$ cat config.mk
export PLATFORM = sky130hd
export DESIGN_NAME = ps2_key_decoder
export DESIGN_NICKNAME = d
export VERILOG_FILES = /design/src/rtl/vga_pkg.sv /design/src/rtl/ps2_key_decoder_rx.sv /design/src/rtl/ps2_key_decoder.sv
export SDC_FILE = /design/constraint.sdc
export NUM_CORES = 1
export LEC_CHECK = 0
export CELL_PAD_IN_SITES_DETAIL_PLACEMENT = 1
export CELL_PAD_IN_SITES_GLOBAL_PLACEMENT = 2
export CORE_MARGIN = 1
export CORE_UTILIZATION = 40
export DETAILED_ROUTE_END_ITERATION = 10
export DONT_BUFFER_PORTS = 1
export MAX_ROUTING_LAYER = met4
export PLACE_DENSITY_LB_ADDON = 0.25
export REMOVE_ABC_BUFFERS = 1
export SLEW_MARGIN = 10
export SYNTH_ARGS = -nofsm -noshare
export SYNTH_HDL_FRONTEND = slang
export SYNTH_SLANG_ARGS = --single-unit
$ cat constraint.sdc
create_clock -name clk -period 2.2 [get_ports clk]
set_input_delay 0.22 -clock clk [delete_from_list [all_inputs] [get_ports clk]]
set_output_delay 0.22 -clock clk [all_outputs]
set_load 0.01 [all_outputs]
$ cat src/rtl/vga_pkg.sv
// vga_pkg: key codes, set-2 scancodes and FSM state types shared by the PS/2 decoder and drawing logic
package vga_pkg;
   localparam logic [3:0] KEY_NONE = 4'h0;
   localparam logic [3:0] key_1    = 4'h1;
   localparam logic [3:0] key_2    = 4'h2;
   localparam logic [3:0] key_3    = 4'h3;
   localparam logic [3:0] key_4    = 4'h4;
   localparam logic [3:0] key_esc  = 4'hF;
   localparam logic [7:0] SC_BREAK = 8'hF0;
   localparam logic [7:0] SC_EXT   = 8'hE0;
   localparam logic [7:0] SC_1     = 8'h16;
   localparam logic [7:0] SC_2     = 8'h1E;
   localparam logic [7:0] SC_3     = 8'h26;
   localparam logic [7:0] SC_4     = 8'h25;
   localparam logic [7:0] SC_ESC   = 8'h76;
   typedef enum logic [1:0] {RX_IDLE, RX_DATA, RX_PARITY, RX_STOP} rx_state_t;
   typedef enum logic [1:0] {DEC_IDLE, DEC_BREAK, DEC_EXT, DEC_EXT_BREAK} dec_state_t;
   function automatic logic [3:0] map_key(input logic [7:0] sc);
      return sc == SC_1 ? key_1 : sc == SC_2 ? key_2 : sc == SC_3 ? key_3 :
             sc == SC_4 ? key_4 : sc == SC_ESC ? key_esc : KEY_NONE;
   endfunction
endpackage

$ cat src/rtl/ps2_key_decoder_rx.sv
// ps2_rx: PS/2 pin synchronisers, falling-edge detect, 11-bit frame receiver and mid-frame timeout (parity check under PS2_PARITY_CHECK_EN)
module ps2_rx
   import vga_pkg::*;
#(
   parameter int TIMEOUT_CYCLES = 130000
) (
   input  logic       clk,
   input  logic       rst,
   input  logic       ps2_clk,
   input  logic       ps2_data,
   output logic [7:0] rx_byte,
   output logic       byte_rdy,
   output logic       err
);
   localparam int TW = $clog2(TIMEOUT_CYCLES);
   localparam logic [TW-1:0] TMAX = TW'(TIMEOUT_CYCLES - 1);
   logic [1:0] csync, dsync;
   logic cprev, fall, d, par_ok, rdy_n, err_n;
   rx_state_t state, state_n;
   logic [2:0] bit_cnt, bit_cnt_n;
   logic [7:0] sh_n;
   logic [TW-1:0] tcnt, tcnt_n;
`ifdef PS2_PARITY_CHECK_EN
   logic par, par_n;
   assign par_ok = ^{rx_byte, par};
`else
   assign par_ok = 1'b1;
`endif
   assign d = dsync[1];
   assign fall = cprev & ~csync[1];
   // Two-flop synchronisers plus a delayed clock copy for edge detection; idle-high lines reset to 1
   always_ff @(posedge clk or posedge rst)
      if (rst) begin
         csync <= 2'b11;
         dsync <= 2'b11;
         cprev <= 1'b1;
      end else begin
         csync <= {csync[0], ps2_clk};
         dsync <= {dsync[0], ps2_data};
         cprev <= csync[1];
      end
   // Receiver and timeout state registers
   always_ff @(posedge clk or posedge rst)
      if (rst) begin
         state    <= RX_IDLE;
         bit_cnt  <= '0;
         rx_byte  <= '0;
         tcnt     <= '0;
         byte_rdy <= 1'b0;
         err      <= 1'b0;
`ifdef PS2_PARITY_CHECK_EN
         par      <= 1'b0;
`endif
      end else begin
         state    <= state_n;
         bit_cnt  <= bit_cnt_n;
         rx_byte  <= sh_n;
         tcnt     <= tcnt_n;
         byte_rdy <= rdy_n;
         err      <= err_n;
`ifdef PS2_PARITY_CHECK_EN
         par      <= par_n;
`endif
      end
   // Frame FSM steps on each falling ps2_clk; a stalled frame times out, but an edge in the same cycle wins
   always_comb begin
      state_n   = state;
      bit_cnt_n = bit_cnt;
      sh_n      = rx_byte;
      rdy_n     = 1'b0;
      err_n     = 1'b0;
`ifdef PS2_PARITY_CHECK_EN
      par_n     = par;
`endif
      tcnt_n    = fall ? '0 : (state != RX_IDLE && tcnt != TMAX) ? tcnt + 1'b1 : tcnt;
      if (fall) begin
         case (state)
            RX_IDLE: if (!d) begin
               state_n   = RX_DATA;
               bit_cnt_n = '0;
            end
            RX_DATA: begin
               sh_n      = {d, rx_byte[7:1]};
               bit_cnt_n = bit_cnt + 1'b1;
               if (bit_cnt == 3'd7) state_n = RX_PARITY;
            end
            RX_PARITY: begin
`ifdef PS2_PARITY_CHECK_EN
               par_n   = d;
`endif
               state_n = RX_STOP;
            end
            default: begin
               rdy_n   = d & par_ok;
               err_n   = ~(d & par_ok);
               state_n = RX_IDLE;
            end
         endcase
      end else if (state != RX_IDLE && tcnt == TMAX) begin
         state_n   = RX_IDLE;
         bit_cnt_n = '0;
         err_n     = 1'b1;
      end
   end
endmodule

$ cat src/rtl/ps2_key_decoder.sv
// ps2_key_decoder: PS/2 set-2 make/break decoder producing a held 4-bit menu key code (parity check under PS2_PARITY_CHECK_EN)
module ps2_key_decoder
   import vga_pkg::*;
#(
   parameter int TIMEOUT_CYCLES = 130000
) (
   input  logic       clk,
   input  logic       rst,
   input  logic       ps2_clk,
   input  logic       ps2_data,
   output logic [3:0] key,
   output logic       key_valid,
   output logic       frame_err
);
   logic [7:0] rx_byte;
   logic byte_rdy;
   logic [3:0] code, key_n;
   dec_state_t dstate, dstate_n;
   ps2_rx #(.TIMEOUT_CYCLES(TIMEOUT_CYCLES)) u_rx (
      .clk(clk), .rst(rst), .ps2_clk(ps2_clk), .ps2_data(ps2_data),
      .rx_byte(rx_byte), .byte_rdy(byte_rdy), .err(frame_err)
   );
   assign code = map_key(rx_byte);
   // Decoder state and key output; key_valid pulses only on a real change of key
   always_ff @(posedge clk or posedge rst)
      if (rst) begin
         dstate    <= DEC_IDLE;
         key       <= KEY_NONE;
         key_valid <= 1'b0;
      end else begin
         dstate    <= dstate_n;
         key       <= key_n;
         key_valid <= key_n != key;
      end
   // Prefix tracking: F0 marks a break, E0 an extended key whose codes are swallowed
   always_comb begin
      dstate_n = dstate;
      key_n    = key;
      if (byte_rdy) begin
         case (dstate)
            DEC_IDLE: begin
               if (rx_byte == SC_BREAK) dstate_n = DEC_BREAK;
               else if (rx_byte == SC_EXT) dstate_n = DEC_EXT;
               key_n = code != KEY_NONE ? code : key;
            end
            DEC_BREAK: begin
               key_n    = (code != KEY_NONE && code == key) ? KEY_NONE : key;
               dstate_n = DEC_IDLE;
            end
            DEC_EXT: dstate_n = rx_byte == SC_BREAK ? DEC_EXT_BREAK : DEC_IDLE;
            default: dstate_n = DEC_IDLE;
         endcase
      end
   end
endmodule

Yosys cells after proc, flatten, opt, wreduce, memory -nomap -nowiden
Index checks and enable logic that the tools add are counted.

$add $sub $neg: 2. Equality and inequality tests: 20. Muxes and demuxes: 29. Bitwise gates (word level): 3. Reductions and logical operators: 14.

Operators by type and width (number): 17-bit 2-to-1 mux (2); 4-bit 2-to-1 mux (8); 17-bit by 1-bit adder with 17-bit output, second input constant (1); 17-bit equality test, second input constant (1); 17-bit inequality test, second input constant (1); 8-bit by 5-bit equality test with 1-bit output, second input constant (2); 8-bit by 6-bit equality test with 1-bit output, second input constant (2); 8-bit equality test, second input constant (2); 2-bit 2-to-1 mux (7); 3-bit inequality test, second input constant (4); 3-bit 2-to-1 mux (3); 8-bit by 7-bit equality test with 1-bit output, second input constant (1); 4-bit case mux with 2 select lines (1); 2-bit case mux with 3 select lines (1); 3-bit case mux with 2 select lines (1); 3-bit AND reduction (2); 2-bit nonzero test (3); 1-bit 2-to-1 mux (5); 2-bit by 1-bit equality test with 1-bit output, second input constant (2); 2-bit equality test, second input constant (2); 4-bit equality test (1); 2-bit logical NOT (2); 4-bit inequality test (1); 2-bit case mux with 2 select lines (1); other kinds (8) (12).

Register bits after elaboration: 44. Output and inout bits: 6.

Logic depth before layout (Yosys ltp)
Word-level depth: 12. Gate-level depth with buffers: 8. Depth with buffers taken out: 7.

By module
Synthesis repeated with hierarchy kept, for this count alone.

Cell total of the unflattened synthesis: 248. Area, all modules: 2498.6 um2.

By module, submodules not included: ps2_rx (instances 1, cells each 163, area an instance 1788.0 um2, sequential area each 932.1 um2); ps2_key_decoder (instances 1, cells each 85, area an instance 710.7 um2, sequential area each 175.2 um2).

Worst setup path before layout
OpenSTA, ideal clock, no wires.

Path kind: reg2reg. Start: reg u_rx.tcnt[0]. End: reg u_rx.bit_cnt[1]. Library setup time: 0.125 ns. Data arrival time: 1.887 ns. Required time: 2.075 ns. Slack: 0.188 ns. Stages on the path, launching flop included: 8. Buffers on the path: 0. Period minus slack after synthesis: 2.012 ns. Path through: dfrtp_1 > ha_1 > nand3_2 > nor4_4 > nand2_2 > o21a_1 > o21ai_2 > mux2_2.

Word-level cells in the longest chain between the ends: 4.

RTL lines: from (decl) (line ps2_key_decoder_rx.sv:22) `logic [TW-1:0] tcnt, tcnt_n;`; from (signal assigned) (line ps2_key_decoder_rx.sv:58) `tcnt <= tcnt_n;`; 17-bit equality test (line ps2_key_decoder_rx.sv:99) `end else if (state != RX_IDLE && tcnt == TMAX) begin`; 1-bit logical AND (line ps2_key_decoder_rx.sv:99); 2-bit nonzero test (no line); 3-bit AND reduction (no line); to (signal assigned) (line ps2_key_decoder_rx.sv:56) `bit_cnt <= bit_cnt_n;`; to (decl) (line ps2_key_decoder_rx.sv:20) `logic [2:0] bit_cnt, bit_cnt_n;`.

No other way between the ends. A chain may end at the register's enable or synchronous reset.

Final worst setup path
Start: reg u_rx.rx_byte[7]. End: reg key_valid.

Word-level cells in the longest chain between the ends: 12. Elaborated cells on any way between the ends: 18. Those cells by class: 7 x eq/ne; 9 x mux; 2 x reduce/logical.

RTL lines: from (decl) (line ps2_key_decoder_rx.sv:11) `output logic [7:0] rx_byte,`; from (signal assigned) (line ps2_key_decoder_rx.sv:57) `rx_byte <= sh_n;`; 8-bit by 7-bit equality test with 1-bit output (line vga_pkg.sv:20) `sc == SC_4 ? key_4 : sc == SC_ESC ? key_esc : KEY_NONE;`; 4-bit 2-to-1 mux (2 in series) (line vga_pkg.sv:20); 4-bit 2-to-1 mux (2 in series) (line vga_pkg.sv:19) `return sc == SC_1 ? key_1 : sc == SC_2 ? key_2 : sc == SC_3 ? key_3 :`; 4-bit 2-to-1 mux * (line vga_pkg.sv:19); 4-bit equality test or 4-bit nonzero test (tied branches) (line ps2_key_decoder.sv:47, ps2_key_decoder.sv:44); 1-bit logical AND (line ps2_key_decoder.sv:47) `key_n = (code != KEY_NONE && code == key) ? KEY_NONE : key;`; 4-bit 2-to-1 mux (line ps2_key_decoder.sv:47); 4-bit case mux with 2 select lines * (line ps2_key_decoder.sv:40) `case (dstate)`; 4-bit 2-to-1 mux * (line ps2_key_decoder.sv:39) `if (byte_rdy) begin`; 4-bit inequality test * (line ps2_key_decoder.sv:33) `key_valid <= key_n != key;`; to (signal assigned) (line ps2_key_decoder.sv:33); to (decl) (line ps2_key_decoder.sv:12) `output logic key_valid,`.

Mark *: on every way between the ends. The rest lies on a longest branch, timed or not.

==> reports/summary.txt <==
Sw Pwr - 0.000694 W
Clock Power Share - 26.4%
Core Region - 0.00564 mm^2
Yosys cell types - 59
largest net degree at the start of global routing - 44
FILL cells - 621
startpoint type of the worst setup path - flop
R2R Setup Slk - 0.14 ns
ratio of cells with drive above 1 in the final layout - 18.9%
global-route wire length before repair - 8.82 mm
Main synth FF type - dfrtp_1
Slew @ Worst Pin - 0.899 ns
DRC marker count from the first detailed-route iteration - 58
CP Max Fanout - 8
Setup violations, final - 0
top post-synthesis cells by area - dfrtp_1, dfstp_2, xor2_1, nor2_1, mux2_2
max frequency - 486 MHz
Hold Crit Class - in2async
Die Ht - 79.6 um
routed vias/inst - 5.51
Reg power frac - 51.4%
Final Hold Viols - 33
IO Count - 10
Overflow after GRT - 0
max-slew violation count - 0
Post-synth top cells - dfrtp_1, nor2_1, nand2_1, nand3_1, xor2_1
Clock Sinks - 44
TritonCTS clock tree - built
vias in the first global route - 1,818
Yosys Warn Count - 0
DRT Wirelength - 5.00 mm
initial antenna violation count - 0
area grow syn2layout - 9.71%
Post-synth EDFFs - 0
vias post-DR - 1,735
Final Cell Area - 0.00264 mm^2
Die X-Extent - 79.6 um
Layout Skew - 0.00916 ns
dominant cell type by area after synthesis - dfrtp_1
Setup Buffers After CTS - 0
Hold WS - -0.0112 ns
dpl hpwl - 3.65 mm
setup slack after layout - 0.143 ns
pwr/cell area - 772 mW/mm^2
row count - 27
synthesized area per cell - 10.2 um^2
Worst EP required - 2.39 ns
worst setup path class - reg2reg
failing checks - hold timing
Reg area - 0.00111 mm^2
ANT cells - 0
placed inst area - 0.00252 mm^2
unrepaired setup endpoints after global routing - no
Critical Path Sink Type - flop
CTS Root Cell - clkbuf_8
Worst-Skew Late Latency - 0.30 ns
die footprint - 0.00634 mm^2
leakage power - 1.14 nW
routed len/inst - 15.9 um
Setup TNS Final - 0 ns
CTS Buffer Depth - 2
Final min period - 2.06 ns
number of CTS-inserted buffers - 5
port buffer count - 0
nets - 253
Gate Count Post-Synth - 235
Final Power - 0.00204 W
Max IR drop VDD - 0.000340 V
clk slew on worst S/H paths - 0.09 ns
sequential fraction of the synthesis area - 46.0%
Initial Utilization - 42.7%
FFs w/ async S/R, synth - 100%
pre-CTS setup slack - 0.0960 ns
flops & latches, synth - 44
Crit path arrival time - 2.24 ns
internal power - 0.00135 W
share of the synthesized area in the top cell type - 40.5%
most numerous cell in the Yosys netlist - dfrtp_1
Synth Cell Area - 0.00241 mm^2
outcome - finished, violations left
max_slew headroom - 39.9%
H-tree depth - 2
Net Sw Frac - 34.0%
area of the multi-input gates - 0.00124 mm^2
Final ANT Viol Nets - 0
GRT Total Usage - 18.5%
logic gate share of total power - 22.2%
router iterations before antenna repair - 4
Final period util - 93.5%
Final Wtd Congestion - 0.769
DRC - 0
max cap viols - 0
state kept, by name, summed over array words and instances, names as in the netlist:
name and count:
u_rx.state 2, key_valid 1, u_rx.err 1, u_rx.byte_rdy 1
u_rx.tcnt 17, u_rx.rx_byte 8, dstate 2, key 4
u_rx.csync 2, u_rx.dsync 2, u_rx.cprev 1, u_rx.bit_cnt 3
routing by layer:
| metal | share of wire, % | up-vias | global-route usage (%) |
|---|---|---|---|
| met5 | 0 | - | - |
| met4 | 1.3 | 0 | 5.45 |
| met3 | 2.8 | 6 | 3.77 |
| met2 | 50 | 19 | 30.3 |
| met1 | 46 | 859 | 23.0 |
| li1 | - | 851 | - |
critical path, stage by stage, from the launching register on:
cell and delay, ns:
dfrtp_1 0.45, and4bb_2 0.44, o2111ai_2 0.22, o22a_1 0.26, o2111ai_1 0.10, nand2_1 0.14
a221o_1 0.33
layout by cell type, fill, tap and decap left out, drive strengths merged, types with 6 or more instances in the layout:
master / count
mux2: 8
o21ai: 7
and3: 7
nor2: 27
clkbuf: 6
inv: 8
xor2: 13
ha: 7
dfrtp: 39
nand2: 20
nand3: 17
buf: 8
logic make-up (layout without fill, tap and decap cells):
| family | Yosys count | in the layout | synth area share (%) |
|---|---|---|---|
| AO/OA/AOI/OAI | 39 | 39 | 13.6 |
| XOR/XNOR | 18 | 18 | 6.55 |
| adder cells (fa/ha/maj) | 7 | 7 | 3.64 |
| buffers and inverters | 18 | 26 | 3.07 |
| flip-flops | 44 | 44 | 46.0 |
| multiplexers | 10 | 10 | 4.57 |
| AND/OR/NAND/NOR | 99 | 99 | 22.6 |
power groups by stage:
stage | Clock [W] | Combinational [W] | Sequential, W
after floorplan | 0 | 0.000360 | 0.00102
after global placement | 0 | 0.000432 | 0.00106
after detailed placement | 0 | 0.000452 | 0.00106
after CTS | 0.000564 | 0.000457 | 0.00104
after global routing | 0.000593 | 0.000517 | 0.00107
final | 0.000540 | 0.000453 | 0.00105
area by class of cell:
| type | instances | area share [%] |
|---|---|---|
| tap | 72 | 3.41 |
| multi-input combinational | 173 | 46.8 |
| sequential | 44 | 42.0 |
| inverter | 8 | 1.14 |
| timing repair buffer | 10 | 3.03 |
| clock buffer | 6 | 3.13 |
| clock inverter | 2 | 0.568 |
final timing paths:
path / from / end / cells after the start
worst max-delay path: u_rx.rx_byte[7] / key_valid / 6
worst min-delay path: rst / u_rx.tcnt[8] / 1
worst max register to register: u_rx.rx_byte[7] / key_valid / 6
worst min register to register: u_rx.csync[0] / u_rx.csync[1] / 0
max in group asynchronous: rst / u_rx.cprev / 2
min in group clk: u_rx.csync[0] / u_rx.csync[1] / 0
what timing repair did:
action	in CTS	in global routing
endpoints found under the hold margin	2	0
resized for setup	0	2
endpoints found under the setup margin	0	4
hold buffers	2	0
through the flow:
| step | util, % | instances |
|---|---|---|
| 6_report | 46.8 | 315 |
| 5_1_grt | 46.8 | 315 |
| 4_1_cts | 46.7 | 315 |
| 3_5_place_dp | 44.6 | 305 |
| 3_3_place_gp | 44.6 | 305 |
| 2_1_floorplan | - | 225 |
Note: power is estimated with default switching activity, not from simulation.
